### config.mk
export PLATFORM = sky130hd
export DESIGN_NAME = onn_phase_loader
export DESIGN_NICKNAME = d
export VERILOG_FILES = /design/src/rtl/onn_phase_loader.sv
export SDC_FILE = /design/constraint.sdc
export NUM_CORES = 1
export LEC_CHECK = 0
export BUFFER_PORTS_ARGS = -buffer_cell sky130_fd_sc_hd__buf_2
export CELL_PAD_IN_SITES_DETAIL_PLACEMENT = 1
export CELL_PAD_IN_SITES_GLOBAL_PLACEMENT = 1
export CORE_MARGIN = 1
export CORE_UTILIZATION = 50
export CTS_CLUSTER_DIAMETER = 120
export DETAILED_ROUTE_END_ITERATION = 8
export HOLD_SLACK_MARGIN = 0.03
export MAX_ROUTING_LAYER = met4
export PLACE_DENSITY = 0.93
export SLEW_MARGIN = 5
export SYNTH_ARGS = -nofsm -noshare
export SYNTH_HDL_FRONTEND = slang
export SYNTH_SLANG_ARGS = --single-unit
### constraint.sdc
create_clock -name clk_i -period 9 [get_ports clk_i]
set_input_delay 1.8 -clock clk_i [delete_from_list [all_inputs] [get_ports clk_i]]
set_output_delay 1.8 -clock clk_i [all_outputs]
set_load 0.02 [all_outputs]
### src/rtl/onn_phase_loader.sv
// onn_phase_loader
//   Serial-to-parallel phase/weight loader for the ONN neuron array. A framed,
//   MSB-first serial stream is assembled into ROWS x COLS words of WBITS bits.
//   The completed frame is published on phi_out_o with a valid/ready handshake.
//   phi_out_o only ever changes when a whole frame completes.
//
// Ports
//   clk_i        rising-edge clock
//   rst_i        asynchronous, active-high reset
//   start_i      frame-sync pulse; opens (or restarts) a frame
//   bit_in_i     serial data bit
//   bit_valid_i  bit_in_i qualifier
//   phi_ready_i  consumer accepts the frame on phi_out_o
//   phi_out_o    assembled frame, word k at [k*WBITS +: WBITS], MSB at low index
//   phi_valid_o  phi_out_o holds a new, unconsumed frame
//   busy_o       high while shifting or holding a frame
//   row_idx_o    row of the word the next accepted bit fills
//   col_idx_o    column of the word the next accepted bit fills
//   err_o        one-cycle parity-error pulse
//
// Configuration
//   ONN_LOADER_PARITY_EN : when defined, one even-parity bit follows the N data
//   bits. A mismatch pulses err_o and drops the frame. When undefined, err_o
//   is tied to 0 and a frame is exactly N bits.

module onn_phase_loader #(
  parameter int ROWS  = 5,
  parameter int COLS  = 3,
  parameter int WBITS = 4,
  localparam int N    = ROWS * COLS * WBITS
) (
  input  logic         clk_i,
  input  logic         rst_i,
  input  logic         start_i,
  input  logic         bit_in_i,
  input  logic         bit_valid_i,
  input  logic         phi_ready_i,
  output logic [0:N-1] phi_out_o,
  output logic         phi_valid_o,
  output logic         busy_o,
  output logic [2:0]   row_idx_o,
  output logic [1:0]   col_idx_o,
  output logic         err_o
);

  localparam int BW = (WBITS > 1) ? $clog2(WBITS) : 1;
  localparam int NW = $clog2(N + 1);

  typedef enum logic [1:0] {IDLE, SHIFT, HOLD} state_t;

  state_t         state_q, state_d;
  logic [0:N-1]   shift_q, shift_d;
  logic [0:N-1]   phi_q, phi_d;
  logic           vld_q, vld_d;
  logic [NW-1:0]  n_q, n_d;
  logic [BW-1:0]  bit_q, bit_d;
  logic [1:0]     col_q, col_d;
  logic [2:0]     row_q, row_d;
  logic           adv, clr;
`ifdef ONN_LOADER_PARITY_EN
  logic           par_q, par_d;
  logic           err_q, err_d;
`endif

  always_ff @(posedge clk_i or posedge rst_i) begin
    if (rst_i) state_q <= IDLE;
    else       state_q <= state_d;
  end

  always_comb begin
    state_d = state_q;
    shift_d = shift_q;
    phi_d   = phi_q;
    vld_d   = vld_q;
    adv     = 1'b0;
    clr     = 1'b0;
`ifdef ONN_LOADER_PARITY_EN
    par_d   = par_q;
    err_d   = 1'b0;
`endif
    case (state_q)
      IDLE: begin
        // bit_in is ignored in the start cycle: the first data bit follows it
        if (start_i) begin
          state_d = SHIFT;
          clr     = 1'b1;
        end
      end
      SHIFT: begin
        if (start_i) begin
          // restart; the partial frame is overwritten before it can complete
          clr = 1'b1;
        end else if (bit_valid_i) begin
`ifdef ONN_LOADER_PARITY_EN
          if (n_q == NW'(N)) begin
            clr = 1'b1;
            if (par_q ^ bit_in_i) begin
              err_d   = 1'b1;
              state_d = IDLE;
            end else begin
              phi_d   = shift_q;
              vld_d   = 1'b1;
              state_d = HOLD;
            end
          end else begin
            shift_d[n_q] = bit_in_i;
            par_d        = par_q ^ bit_in_i;
            adv          = 1'b1;
          end
`else
          shift_d[n_q] = bit_in_i;
          adv          = 1'b1;
          if (n_q == NW'(N - 1)) begin
            phi_d   = shift_d;
            vld_d   = 1'b1;
            state_d = HOLD;
            clr     = 1'b1;
          end
`endif
        end
      end
      HOLD: begin
        // stream input is dropped here; only the consumer can release us
        if (phi_ready_i) begin
          vld_d   = 1'b0;
          state_d = IDLE;
        end
      end
      default: state_d = IDLE;
    endcase

    n_d   = n_q;
    bit_d = bit_q;
    col_d = col_q;
    row_d = row_q;
    if (adv) begin
      n_d = n_q + NW'(1);
      if (bit_q == BW'(WBITS - 1)) begin
        bit_d = '0;
        if (col_q == 2'(COLS - 1)) begin
          col_d = '0;
          row_d = row_q + 3'd1;
        end else begin
          col_d = col_q + 2'd1;
        end
      end else begin
        bit_d = bit_q + BW'(1);
      end
    end
    if (clr) begin
      n_d   = '0;
      bit_d = '0;
      col_d = '0;
      row_d = '0;
`ifdef ONN_LOADER_PARITY_EN
      par_d = 1'b0;
`endif
    end
  end

  always_ff @(posedge clk_i or posedge rst_i) begin
    if (rst_i) begin
      shift_q <= '0;
      phi_q   <= '0;
      vld_q   <= 1'b0;
      n_q     <= '0;
      bit_q   <= '0;
      col_q   <= '0;
      row_q   <= '0;
`ifdef ONN_LOADER_PARITY_EN
      par_q   <= 1'b0;
      err_q   <= 1'b0;
`endif
    end else begin
      shift_q <= shift_d;
      phi_q   <= phi_d;
      vld_q   <= vld_d;
      n_q     <= n_d;
      bit_q   <= bit_d;
      col_q   <= col_d;
      row_q   <= row_d;
`ifdef ONN_LOADER_PARITY_EN
      par_q   <= par_d;
      err_q   <= err_d;
`endif
    end
  end

  assign phi_out_o   = phi_q;
  assign phi_valid_o = vld_q;
  assign busy_o      = (state_q != IDLE);
  assign row_idx_o   = row_q;
  assign col_idx_o   = col_q;
`ifdef ONN_LOADER_PARITY_EN
  assign err_o       = err_q;
`else
  assign err_o       = 1'b0;
`endif

endmodule

Word-level counts from Yosys, hierarchy flattened
Index checks and enable logic that the tools add are counted.
{"block": "classes", "multipliers": 0, "magnitude_cmp": 2, "reduce_logical": 13, "n_addsub": 4, "bitwise_logic": 2, "shift": 0, "muxes": 35, "eq_ne": 10, "div_mod_pow": 0}
{"operator": "bitwise mux 60 bit", "n": 1}
{"operator": "2-to-1 mux 2 bit", "n": 12}
{"operator": "2-to-1 mux 1 bit", "n": 12}
{"operator": "2-to-1 mux 3 bit", "n": 4}
{"operator": "2-to-1 mux 6 bit", "n": 2}
{"operator": "!= test 2 bit (second input constant)", "n": 5}
{"operator": "AND reduction 5 bit", "n": 2}
{"operator": "nonzero test 2 bit", "n": 5}
{"operator": "greater-or-equal comparator 7 bit (second input constant)", "n": 1}
{"operator": "< comparator 7 x 1 -> 1 bit (second input constant)", "n": 1}
{"operator": "NOT 6 -> 7 bit", "n": 1}
{"operator": "adder 6 x 1 -> 6 bit (second input constant)", "n": 1}
{"operator": "demux 1 bit (select 6 bit)", "n": 1}
{"operator": "== test 2 bit (second input constant)", "n": 3}
{"operator": "== test 6 bit (second input constant)", "n": 1}
{"operator": "one-hot mux 2 bit (3 select lines)", "n": 1}
{"operator": "AND reduction 3 bit", "n": 2}
{"operator": "adder 2 x 1 -> 2 bit (second input constant)", "n": 2}
{"operator": "one-hot mux 1 bit (2 select lines)", "n": 2}
{"operator": "AND reduction 4 bit", "n": 1}
{"operator": "adder 3 x 1 -> 3 bit (second input constant)", "n": 1}
{"operator": "== test 2 x 1 -> 1 bit (second input constant)", "n": 1}
{"operator": "zero test 2 bit", "n": 1}
{"operator": "AND reduction 2 bit", "n": 1}
{"operator": "other kinds (2)", "n": 2}
{"block": "word_totals", "ram_bits": 0, "output_inout_bits": 68, "n_memories": 0, "wordCells": 74, "latchBits": 0, "mem_bits_ro": 0, "in_bits": 6, "reg_bits": 136}

Longest topological paths before layout
{"block": "logic_depth", "word_depth": 7, "ltp_mapped": 6, "ltp_nobuf": 4}

Worst setup path before layout
OpenSTA, ideal clock, no wires.
{"block": "synth_path", "path_kind": "input port to flip-flop", "startpoint": "input port start_i", "endpoint": "register shift_q[21] (netlist bit)", "arrival_time_ns": 2.804, "cell_stages": 4, "path_slack_ns": 6.072, "required_time_ns": 8.875, "setup_time_ns": 0.125, "cell_sequence": "nand4bb_2 -> buf_2 -> nor3_1 -> mux2_2"}
{"block": "synth_between", "elab_chain_cells": 2}
{"element": "from (decl)", "line": "34", "text": "input logic start_i,"}
{"element": "NOT 1 bit (no line)"}
{"element": "AND reduction 3 bit (no line)"}
{"element": "to (signal assigned)", "line": "175", "text": "shift_q <= shift_d;"}
{"element": "to (decl)", "line": "52", "text": "logic [0:N-1] shift_q, shift_d;"}
Every way passes these cells.
A chain may end at the register's enable or synchronous reset.

Worst setup path after layout
{"block": "layout_path", "startpoint": "input port start_i", "endpoint": "register phi_q (netlist bit phi_out_o[54])"}
{"block": "layout_between", "elab_chain_cells": 2}
{"element": "NOT 1 bit (no line)"}
{"element": "AND reduction 4 bit (no line)"}
{"element": "to (signal assigned)", "line": "176", "text": "phi_q <= phi_d;"}
{"element": "to (decl)", "line": "53", "text": "logic [0:N-1] phi_q, phi_d;"}
Every way passes these cells.

==> results.yml <==
outcome:
  outcome: "finished, final reports clean"
synthesis:
  synth_cell_types: 46
  ys.flop_type: "dfrtp_1"
  synth-seq-cells: 136
  yosys_warnings: 0
  avgSynthCellArea_um2: 10.4
  synth.net_count: 647
  ys_seq_area_share_pct: 51.4
  synthCells: 638
  synth_area_um2: 6620
  synth_edf_count: 0
  ys_async_sr_fraction_pct: 100
clocking:
  ctsResizeCount: 0
  post_cts_buffers: 0
  cts_root_buffer: "clkbuf_16"
  clkSinkCount: 136
  cts_tree: "built"
  insertion_delay_ns: 0.42
  h-tree-depth: 4
  clkTransAtPathRegs_ns: 0.05
  cts_buffers: 17
  clock_path_buffers: 2
  ctsHoldBuffers: 0
grt:
  first_global_vias: 5278
  antenna_found_initial: 0
  track_usage_pct: 29.6
  grt_pass1_wl_um: 28700
  grt_overflow: 0
  grt_max_degree: 121
drt:
  viasPerCell: 5.75
  drt_pass1_iterations: 4
  post-route-drc-count: 0
  wl_um: 18000
  drt-initial-drc-count: 269
  postRouteAntennaNets: 0
  routed-via-count: 4977
  routedWlPerCell_um: 20.8
final_layout:
  diodes: 0
  fin_nets: 694
  final_common_cell: "nand2_1"
  multi_input_area_um2: 2990
  layoutNonFillerInstCount: 865
  final_cell_mix: "nand2_1 (148), dfrtp_1 (136), buf_2 (72), mux2i_1 (61), o21ai_0 (55)"
  drive_gt1_share_pct: 24.8
  area_growth_pct: 13.8
  regArea_um2: 3400
  fin_util_pct: 59.0
  fillerInstances: 1423
worst_setup_path:
  critPathKind: "in2reg"
  worstPathRequired_ns: 9.24
  crit_chain: "buf_2, and4bb_2, nand3_4, nand2_1, o21ai_0"
  critPathMaxFanout: 120
  startpoint_type: "primary input"
  path_delay_family: "simple AND/OR/NAND/NOR gates"
  end_kind: "flop"
  cpPeakStageDelay_ns: 0.87
  cp_slowest_cell: "nand3_4"
  worst-path-buf-inv: 1
  cp.arrival_ns: 3.84
power_and_ir_drop:
  swShare_pct: 21.5
  internal_power_mw: 1.04
  pwr-share-seq_pct: 46.9
  netSwitchingPower_mw: 0.285
  power_frac_comb_pct: 3.6
  max-vdd-ir-drop_v: 0.0000828
  p_clk_share_pct: 49.5
  total_power_mw: 1.33
  leakagePower_nw: 3.64
  power_density_nw_per_um2: 176
floorplan:
  std_cell_rows: 41
  die_width_um: 117
  start_util_pct: 51.9
  pin_count: 74
  die_h_um: 117
  core_area_um2: 12800
  die-area_um2: 13700
timing:
  rsz0062_at_grt: "no"
  worst_pin_slew_ns: 1.17
  slew_headroom_pct: 21.4
  maxSlewViolCount: 0
  finalSetupTns_ns: 0
  setup_viol: 0
  finClkSkew_ns: 0.00765
  fin_crit_ns: 3.60
  fin_hold_ws_ns: 0.480
  fin_crit_sh_pct: 40.0
  fmax_mhz: 278
  hold_viol_final: 0
placed_design:
  dpl.cell_count: 838
  gp_congestion: 0.767
  dp_hpwl_um: 10800
  port_buffers: 72
job:
  drv_cap: 0
min_path:
  min_path_type: "reg2reg"
[final timing paths]
kind / slack, ns / end / cells after the start / from
worst min-delay path: 0.48 / phi_out_o[52] / 2 / phi_out_o[52]
worst max-delay path: 5.40 / phi_out_o[54] / 5 / start_i
worst min register to register: 0.48 / phi_out_o[52] / 2 / phi_out_o[52]
max in group asynchronous: 6.07 / phi_out_o[46] / 3 / rst_i
min in group asynchronous: 1.53 / col_idx_o[0] / 2 / rst_i
worst max register to register: 6.27 / phi_out_o[54] / 4 / n_q[3]
[through the flow]
stage,setup slack (ns),cell area (µm²)
finish,5.40,7530
global route,5.14,7530
CTS,5.38,7530
detailed placement,4.97,7000
global placement,5.20,7000
floorplan,3.56,6620
[layer usage]
metal / global-route usage, % / share of wire (%)
met1: 33.9 / 40
met2: 50.8 / 53
met3: 5.66 / 3.9
met4: 13.2 / 2.8
met5: - / 0
[synth_stat cells, types with 4 or more instances]
master	instances	area, µm²
a21oi_1	8	40.0
buf_2	16	80.1
buf_4	6	45.0
clkbuf_1	22	82.6
dfrtp_1	136	3400
mux2_1	5	56.3
mux2_2	46	518
mux2_4	9	135
mux2i_1	61	611
nand2_1	148	556
nand2b_1	4	25.0
nand3_1	5	25.0
nor2_1	49	184
nor2b_1	4	25.0
nor3_1	6	30.0
nor3b_4	4	75.1
o21ai_0	55	275
o21ai_1	6	30.0
xor2_1	4	35.0
[power groups by stage]
stage	Sequential, mW	Clock (mW)	Combinational (mW)
2_1_floorplan	0.630	0	0.0385
3_3_place_gp	0.632	0	0.0449
3_5_place_dp	0.633	0	0.0478
4_1_cts	0.622	0.663	0.0482
5_1_grt	0.623	0.686	0.0528
6_report	0.623	0.657	0.0477
[sequential cells by signal, indices dropped and copies added, names as in the netlist]
name	count
n_q	6
bit_q	2
row_idx_o	3
shift_q	60
col_idx_o	2
state_q	2
phi_out_o	60
phi_valid_o	1
[cell families (layout without fill, tap and decap cells)]
family | count (synthesis) | after routing | synth area share [%]
simple gates | 252 | 252 | 18.1
flops | 136 | 136 | 51.4
mux | 121 | 121 | 19.9
compound gates | 70 | 70 | 5.35
buf+inv | 48 | 103 | 3.70
xor+xnor | 7 | 7 | 0.926
fa+ha+maj | 3 | 3 | 0.567
other cells | 1 | 1 | 0.0566
[cell type report]
class                           count  area share [%]
Tap cell                          172            2.86
Multi-Input combinational cell    454            39.7
Sequential cell                   136            45.2
Inverter                            1          0.0830
Clock inverter                      5           0.996
Timing Repair Buffer               75            5.08
Clock buffer                       22            6.16
[worst min-delay path: stages, from the launching register on]
cell,delay [ns]
dfrtp_1,0.33
nand2_1,0.04
o21ai_0,0.06
Note: power is estimated with default switching activity, not from simulation.
